## src/rtl/regfile_wb_arbiter.sv

```systemverilog
// Round-robin arbiter sharing the register file write port between writeback
// requesters, with a registered write stage and a pending-write busy scoreboard.
module regfile_wb_arbiter #(
  parameter int NUM_REQ    = 3,
  parameter int DATA_WIDTH = 32,
  parameter int ADDR_WIDTH = 5
) (
  input  logic                             clock,
  input  logic                             ctrl_reset,
  input  logic                             ctrl_stall,
  input  logic [NUM_REQ-1:0]               req_valid,
  input  logic [NUM_REQ*ADDR_WIDTH-1:0]    req_reg,
  input  logic [NUM_REQ*DATA_WIDTH-1:0]    req_data,
  output logic [NUM_REQ-1:0]               req_ready,
  input  logic                             issue_valid,
  input  logic [ADDR_WIDTH-1:0]            issue_reg,
  output logic                             ctrl_writeEnable,
  output logic [ADDR_WIDTH-1:0]            ctrl_writeReg,
  output logic [DATA_WIDTH-1:0]            data_writeReg,
  output logic [(2**ADDR_WIDTH)-1:0]       busy_mask,
  output logic                             idle
);

  localparam int PTR_W    = $clog2(NUM_REQ);
  localparam int NUM_REGS = 2**ADDR_WIDTH;

  logic [PTR_W-1:0]      rrPtr;
  logic [NUM_REQ-1:0]    grant_p0;
  logic [PTR_W-1:0]      grantIdx_p0;
  logic [ADDR_WIDTH-1:0] grantReg_p0;
  logic [DATA_WIDTH-1:0] grantData_p0;
  logic                  vld_p0;
  logic [PTR_W-1:0]      rrPtrNext;
  logic [NUM_REGS-1:0]   busyNext;

  // Stage p0: combinational grant, searching from rrPtr with wrap-around.
  always_comb begin
    grant_p0     = '0;
    grantIdx_p0  = '0;
    grantReg_p0  = '0;
    grantData_p0 = '0;
    vld_p0       = 1'b0;
    for (int k = 0; k < NUM_REQ; k++) begin
      for (int i = 0; i < NUM_REQ; i++) begin
        if (!vld_p0 && req_valid[i] && (i == (int'(rrPtr) + k) % NUM_REQ)) begin
          vld_p0       = 1'b1;
          grant_p0[i]  = 1'b1;
          grantIdx_p0  = PTR_W'(i);
          grantReg_p0  = req_reg[i*ADDR_WIDTH +: ADDR_WIDTH];
          grantData_p0 = req_data[i*DATA_WIDTH +: DATA_WIDTH];
        end
      end
    end
    if (ctrl_stall || !ctrl_reset) begin
      grant_p0 = '0;
      vld_p0   = 1'b0;
    end
  end

  assign req_ready = grant_p0;

  always_comb begin
    rrPtrNext = rrPtr;
    if (vld_p0) begin
      rrPtrNext = (grantIdx_p0 == PTR_W'(NUM_REQ - 1)) ? '0 : grantIdx_p0 + PTR_W'(1);
    end
  end

  // Set beats clear when decode re-issues the register being retired.
  always_comb begin
    busyNext = busy_mask;
    if (ctrl_writeEnable) busyNext[ctrl_writeReg] = 1'b0;
    if (issue_valid && issue_reg != '0) busyNext[issue_reg] = 1'b1;
    busyNext[0] = 1'b0;
  end

  // Stage p1: registered write port and scoreboard.
  always_ff @(posedge clock or negedge ctrl_reset) begin
    if (!ctrl_reset) begin
      rrPtr            <= '0;
      ctrl_writeEnable <= 1'b0;
      ctrl_writeReg    <= '0;
      data_writeReg    <= '0;
      busy_mask        <= '0;
    end else begin
      rrPtr            <= rrPtrNext;
      busy_mask        <= busyNext;
      ctrl_writeEnable <= vld_p0 && (grantReg_p0 != '0);
      if (vld_p0) begin
        ctrl_writeReg <= grantReg_p0;
        data_writeReg <= grantData_p0;
      end
    end
  end

  assign idle = (busy_mask == '0) && !ctrl_writeEnable;

endmodule

```

## config.mk

```make
export PLATFORM = sky130hd
export DESIGN_NAME = regfile_wb_arbiter
export DESIGN_NICKNAME = d
export VERILOG_FILES = /design/src/rtl/regfile_wb_arbiter.sv
export SDC_FILE = /design/constraint.sdc
export NUM_CORES = 1
export LEC_CHECK = 0
export BUFFER_PORTS_ARGS = -buffer_cell sky130_fd_sc_hd__buf_4
export CAP_MARGIN = 20
export CORE_MARGIN = 8
export CORE_UTILIZATION = 38
export DETAILED_ROUTE_END_ITERATION = 10
export GPL_ROUTABILITY_DRIVEN = 0
export MAX_ROUTING_LAYER = met4
export PLACE_DENSITY = 0.71
export SLEW_MARGIN = 20
export SYNTH_ARGS = -nofsm -noshare
export SYNTH_HDL_FRONTEND = slang
export SYNTH_SLANG_ARGS = --single-unit
export TNS_END_PERCENT = 20
```

## constraint.sdc

```tcl
create_clock -name clock -period 4.3 [get_ports clock]
set_input_delay 0.215 -clock clock [delete_from_list [all_inputs] [get_ports clock]]
set_output_delay 0.215 -clock clock [all_outputs]
set_load 0.03 [all_outputs]
```

**Yosys cells after proc, flatten, opt, wreduce, memory -nomap -nowiden**

Cells that the tools add are included.
Widths: inputs -> output; s select.

- Register bits: 71
- Bits in latches: 0
- RAM bits: 0
- Bits in read-only memories: 0
- Input port bits: 123
- Output and inout port bits: 74
- Memories: 0

- Add/subtract/negate cells: 3
- Multipliers: 0
- Divide/modulo/power cells: 3
- $lt $le $gt $ge: 4
- Eq/ne operators: 7
- Shift operators: 0
- Muxes and demuxes: 52
- Bitwise logic cells: 3
- Reductions and logical operators: 39

Operators by type and width:

| kind | number |
|---|---|
| $mux 32 | 11 |
| $logic_not 32->1 | 4 |
| $eq 2x32->1 const A | 3 |
| $eq 3x32->1 const A | 3 |
| $mod 32x3->32 const B | 2 |
| $mux 5 | 9 |
| $and 32x32->32 | 1 |
| $mod 3x3->32 const B | 1 |
| $not 32->32 | 1 |
| $or 32x32->32 | 1 |
| $logic_and 1x1->1 | 22 |
| $mux 1 | 21 |
| $mux 2 | 8 |
| $lt 5x6->1 const B | 2 |
| $demux 1 s5 | 2 |
| $ge 5x1->1 const B | 2 |
| $logic_not 1->1 | 10 |
| $reduce_bool 5->1 | 2 |
| $add 2x1->3 const B | 1 |
| $add 2x2->3 const B | 1 |
| $mux 3 | 1 |
| $add 2x1->2 const B | 1 |
| $eq 2x2->1 const B | 1 |
| $logic_or 1x1->1 | 1 |

**Depth between registers and ports, before layout**

- Word-level depth: 38
- Depth in mapped cells: 9

**Least setup slack after synthesis**

Ideal clock, no wire load.

- Path kind: flip-flop to output port
- Start: register rrPtr[0]
- End: output port req_ready[2]
- Arrival: 2.022 ns
- Data required time: 4.085 ns
- Slack: 2.063 ns
- Stages on the path, launching flop included: 9
- Path buffers: 2
- Cells stage by stage: dfrtp_1 inv_1 ha_1 nor2_1 o21bai_1 and4_1 buf_2 clkbuf_1 nor2b_1

- Word-level cells in the longest chain between the ends: 37
- Elaborated cells on any way between the ends: 51

RTL lines:

| item | line | RTL |
|---|---|---|
| start: declaration | 27 | `logic [PTR_W-1:0] rrPtr;` |
| start signal: assignment | 86 | `rrPtr <= rrPtrNext;` |
| branches (longest 35 deep; another with $mod 32x3->32) | n/a |  |
| $mux 1 (*) | 45 | `if (!vld_p0 && req_valid[i] && (i == (int'(rrPtr) + k) % NUM_REQ)) begin` |
| $mux 3 (*) | 54 | `if (ctrl_stall \|\| !ctrl_reset) begin` |
| end: declaration | 14 | `output logic [NUM_REQ-1:0] req_ready,` |

Mark *: on every way between the ends.

**Final worst setup path**

- Start: register rrPtr[0]
- End: output port req_ready[0]

- Word-level cells in the longest chain between the ends: 29
- Elaborated cells on any way between the ends: 40

RTL lines:

| item | line |
|---|---|
| branches (longest 27 deep; another with $mod 32x3->32) | n/a |
| $mux 1 (*) | 45 |
| $mux 3 (*) | 54 |

Marks and branches as above.

==> key figures <==
Status
  • Outcome: completed

Clocking
  • Max Root-Sink Buffers: 2
  • Htree depth: 3
  • PostCTS Resize Cnt: 0
  • Clock sink count: 71
  • Worst-Skew Late Latency: 350 ps
  • Post-CTS Setup Bufs: 0
  • Root buf cell: clkbuf_8
  • TritonCTS clock tree: built
  • Cts bufs inserted: 9
  • Hold_buf cts: 0
  • Worst-path clk slew: 70 ps

Final layout
  • Share of cells above drive strength 1: 40.3%
  • Area grow syn2layout: 50.4%
  • Layout Cells excl Fill: 669
  • Fin util: 57.7%
  • Diode count: 0
  • Fillers: 817
  • Nets: approximately 680

Critical path
  • CP endpoint: req_ready[0]
  • Reg-to-reg startpoint: rrPtr[0]
  • Worst path required time: ~4000 ps
  • Crit end category: output port
  • Worst-path fanout max: 37
  • Crit path DAT: 2510 ps
  • Crit path from: rrPtr[0]
  • FF-to-FF setup slack: approximately 1800 ps
  • CP Cell Sequence: inv_1 > ha_1 > nor2_1 > nand4_1 > o21ai_2 > buf_4 > nor2b_1 > buf_4
  • CP max stage cell: ha_1
  • CP Launch Type: register
  • Buf/Inv on CP: 3
  • Cell family with most CP delay: simple AND/OR/NAND/NOR gates
  • Reg2reg path depth: 8
  • Reg2reg end: data_writeReg[23]
  • WP depth: 8
  • Crit-path max cell delay: 380 ps
  • Crit Path Category: register to output port
  • Most used cell, CP: buf_4

Timing
  • Max-slew violation count: 0
  • Max_slew headroom: 40.0%
  • Maximum clock rate: 0.367 GHz
  • RSZ-0062 raised after global routing: false
  • Final hold vios: 0
  • Final setup margin: 1580 ps
  • Fin crit period: 2720 ps
  • Setup TNS after final layout: 0 ps
  • Hold Slack: 99.2 ps
  • Final setup violation count: 0
  • Fin crit share: a little over three fifths
  • Slew @ Worst Pin: ~900 ps
  • Setup Skew: about 15 ps

Floorplanning
  • Die area: 0.0125 mm2
  • Die Ht: 112 um
  • Die Wd: approximately 110 um
  • Std-Cell Rows: 35
  • Initial core utilization: 38.4%
  • Core Box Area: 0.00906 mm2
  • Ports: 197

Synth
  • Synth top area cells: dfrtp_1 (51%), a222oi_1 (9.5%), o21ai_0 (9.3%)
  • Area leader, netlist: dfrtp_1
  • Syn_nets: 492
  • Synth async-reset ratio: 100%
  • Gate count of the mapped netlist: about 370
  • EDFF count, synth: 0
  • Syn Std Cell Area: 0.00348 mm2
  • Share of the yosys chip area belonging to registers: 51.1%
  • Synth Flop Type: dfrtp_1
  • Avg Cell Area, Syn: 9.48 um2
  • Synth Register Bits: between 70 and 80
  • Yosys warns: 0
  • Top cell type's share of synthesized area: around 50%
  • Post-synth cell types: 37

Placement
  • I/O Buffers: 195
  • Post-placement cell count: 653
  • Place WS: roughly 1700 ps
  • HPWL Detailed: 10300 um

Global routing
  • Gr ovfl total: 0
  • Initial antenna violation count: 0
  • Vias in the first global route: 4218
  • First-pass GRT wire length: 21800 um
  • Overall Global Routing Usage: 22.4%
  • Largest net degree at the start of global routing: 72

Pwr
  • Power share of the clock group: between 10% and 20%
  • Pwr dens: 742 mW/mm2
  • Leakage: around 2.3 nW
  • Sequential Power Share: between 30% and 40%
  • Sw Ratio: 46.5%
  • Int Pwr: 2.08 mW
  • Combinational power share: 53.4%
  • Net Sw Power: 1.80 mW
  • Worst VDD drop: 0.345 mV

Run
  • Max-cap violations: 0

Route
  • Starting DRC count in detailed routing: 394
  • DRC Markers: 0
  • DRT antenna net count: 0
  • Drt wl/cell: 20.4 um
  • Via count: around 3900
  • DR vias/cell: between 5 and 6
  • Pre-antenna DRT Iters: 9
  • Final wirelength: between 10000 and 15000 um

Min path
  • Worst hold path class: primary input to async pin
cell type report:
class / instances / area, um2 / area share [%]
clock buffers: 11 / 141 / 2.70
clock inverters: 5 / 81.3 / 1.55
inverters: 5 / 18.8 / 0.359
multi-input cells: 266 / 1570 / 30.1
flip-flops and latches: 71 / 1780 / 34.0
well taps: 111 / 139 / 2.65
repair buffers: 200 / 1500 / 28.7
registers in the layout (all words and copies together) (netlist names):
signal,cells
busy_mask,31
rrPtr,2
ctrl_writeEnable,1
data_writeReg,32
ctrl_writeReg,5
cell usage after synthesis, types with 2 or more instances:
| cell | instances |
|---|---|
| or3b_2 | 5 |
| a31oi_1 | 2 |
| inv_1 | 4 |
| nor4_1 | 8 |
| nand3b_1 | 11 |
| nor3_1 | 2 |
| and3_1 | 2 |
| o21ai_0 | 65 |
| ha_1 | 2 |
| dfrtp_1 | 71 |
| nor2_1 | 49 |
| a222oi_1 | 33 |
| nand4_1 | 6 |
| buf_2 | 13 |
| a221oi_1 | 3 |
| nand3_1 | 7 |
| nand2_1 | 14 |
| clkbuf_1 | 8 |
| a21o_1 | 3 |
| a21oi_1 | 37 |
| buf_1 | 2 |
| or3_1 | 3 |
| nor2b_1 | 3 |
power by group through the flow:
stage	clock [mW]	sequential, mW	combinational [mW]
after global routing	0.640	1.26	2.24
after global placement	0	1.21	2.05
after detailed placement	0	1.22	2.09
final	0.594	1.21	2.07
after floorplan	0	1.71	0.755
after CTS	0.609	1.21	2.09
worst reg2reg max path, cell delays in order, from the launching register on:
cell     delay, ps
dfrtp_1        370
inv_1           50
ha_1           400
or2_1          200
nor2_1          80
nor3_2         510
buf_4          600
nor2_1         150
a21oi_1        140
kinds of logic after synthesis:
| family | share of synthesized area (%) |
|---|---|
| other cells | 0.108 |
| fa+ha+maj | 0.719 |
| compound gates | 27.8 |
| flops | 51.1 |
| buf+inv | 4.03 |
| simple gates | 16.3 |
through the flow:
stage / area [um2] / total power, mW
after global routing: 5230 / 4.13
after global placement: 5010 / 3.26
after detailed placement: 5010 / 3.30
final: 5230 / 3.88
after floorplan: 3480 / 2.46
after CTS: 5230 / 3.91
per-layer routing:
| layer | wire (um) | part of all wire [%] | track usage, % | up-vias |
|---|---|---|---|---|
| li1 | - | - | - | 1785 |
| met1 | 4940 | 36 | 24.9 | 1882 |
| met2 | 6930 | 51 | 36.3 | 234 |
| met3 | 1480 | 11 | 8.93 | 26 |
| met4 | 266 | 2.0 | 7.20 | 0 |
| met5 | 0 | 0 | - | - |
layout by cell type (no fill, tap or decap), types with 2 or more instances in the layout:
| cell type | instances |
|---|---|
| or3_1 | 3 |
| o21ai_0 | 65 |
| nand4_1 | 6 |
| bufinv_16 | 2 |
| a21oi_1 | 37 |
| a221oi_1 | 3 |
| a222oi_1 | 33 |
| nor2_1 | 49 |
| nand2_1 | 14 |
| and3_1 | 2 |
| nand3b_1 | 11 |
| or3b_2 | 5 |
| nand3_1 | 7 |
| a21o_1 | 3 |
| clkbuf_8 | 10 |
| a31oi_1 | 2 |
| ha_1 | 2 |
| inv_1 | 4 |
| nor2b_1 | 2 |
| buf_4 | 200 |
| nor4_1 | 8 |
| dfrtp_1 | 71 |
how the worst min path moves through the flow:
stage | end | startpoint | cells after the start | slack [ps]
after floorplan | busy_mask[10] | ctrl_reset | 0 | -80
after global placement | rrPtr[0] | rrPtr[0] | 1 | 490
after detailed placement | rrPtr[0] | rrPtr[0] | 1 | 500
after CTS | data_writeReg[4] | ctrl_reset | 2 | 140
after global routing | busy_mask[16] | ctrl_reset | 2 | 170
final | busy_mask[16] | ctrl_reset | 2 | 100
Power figures use the tool's default switching activity.
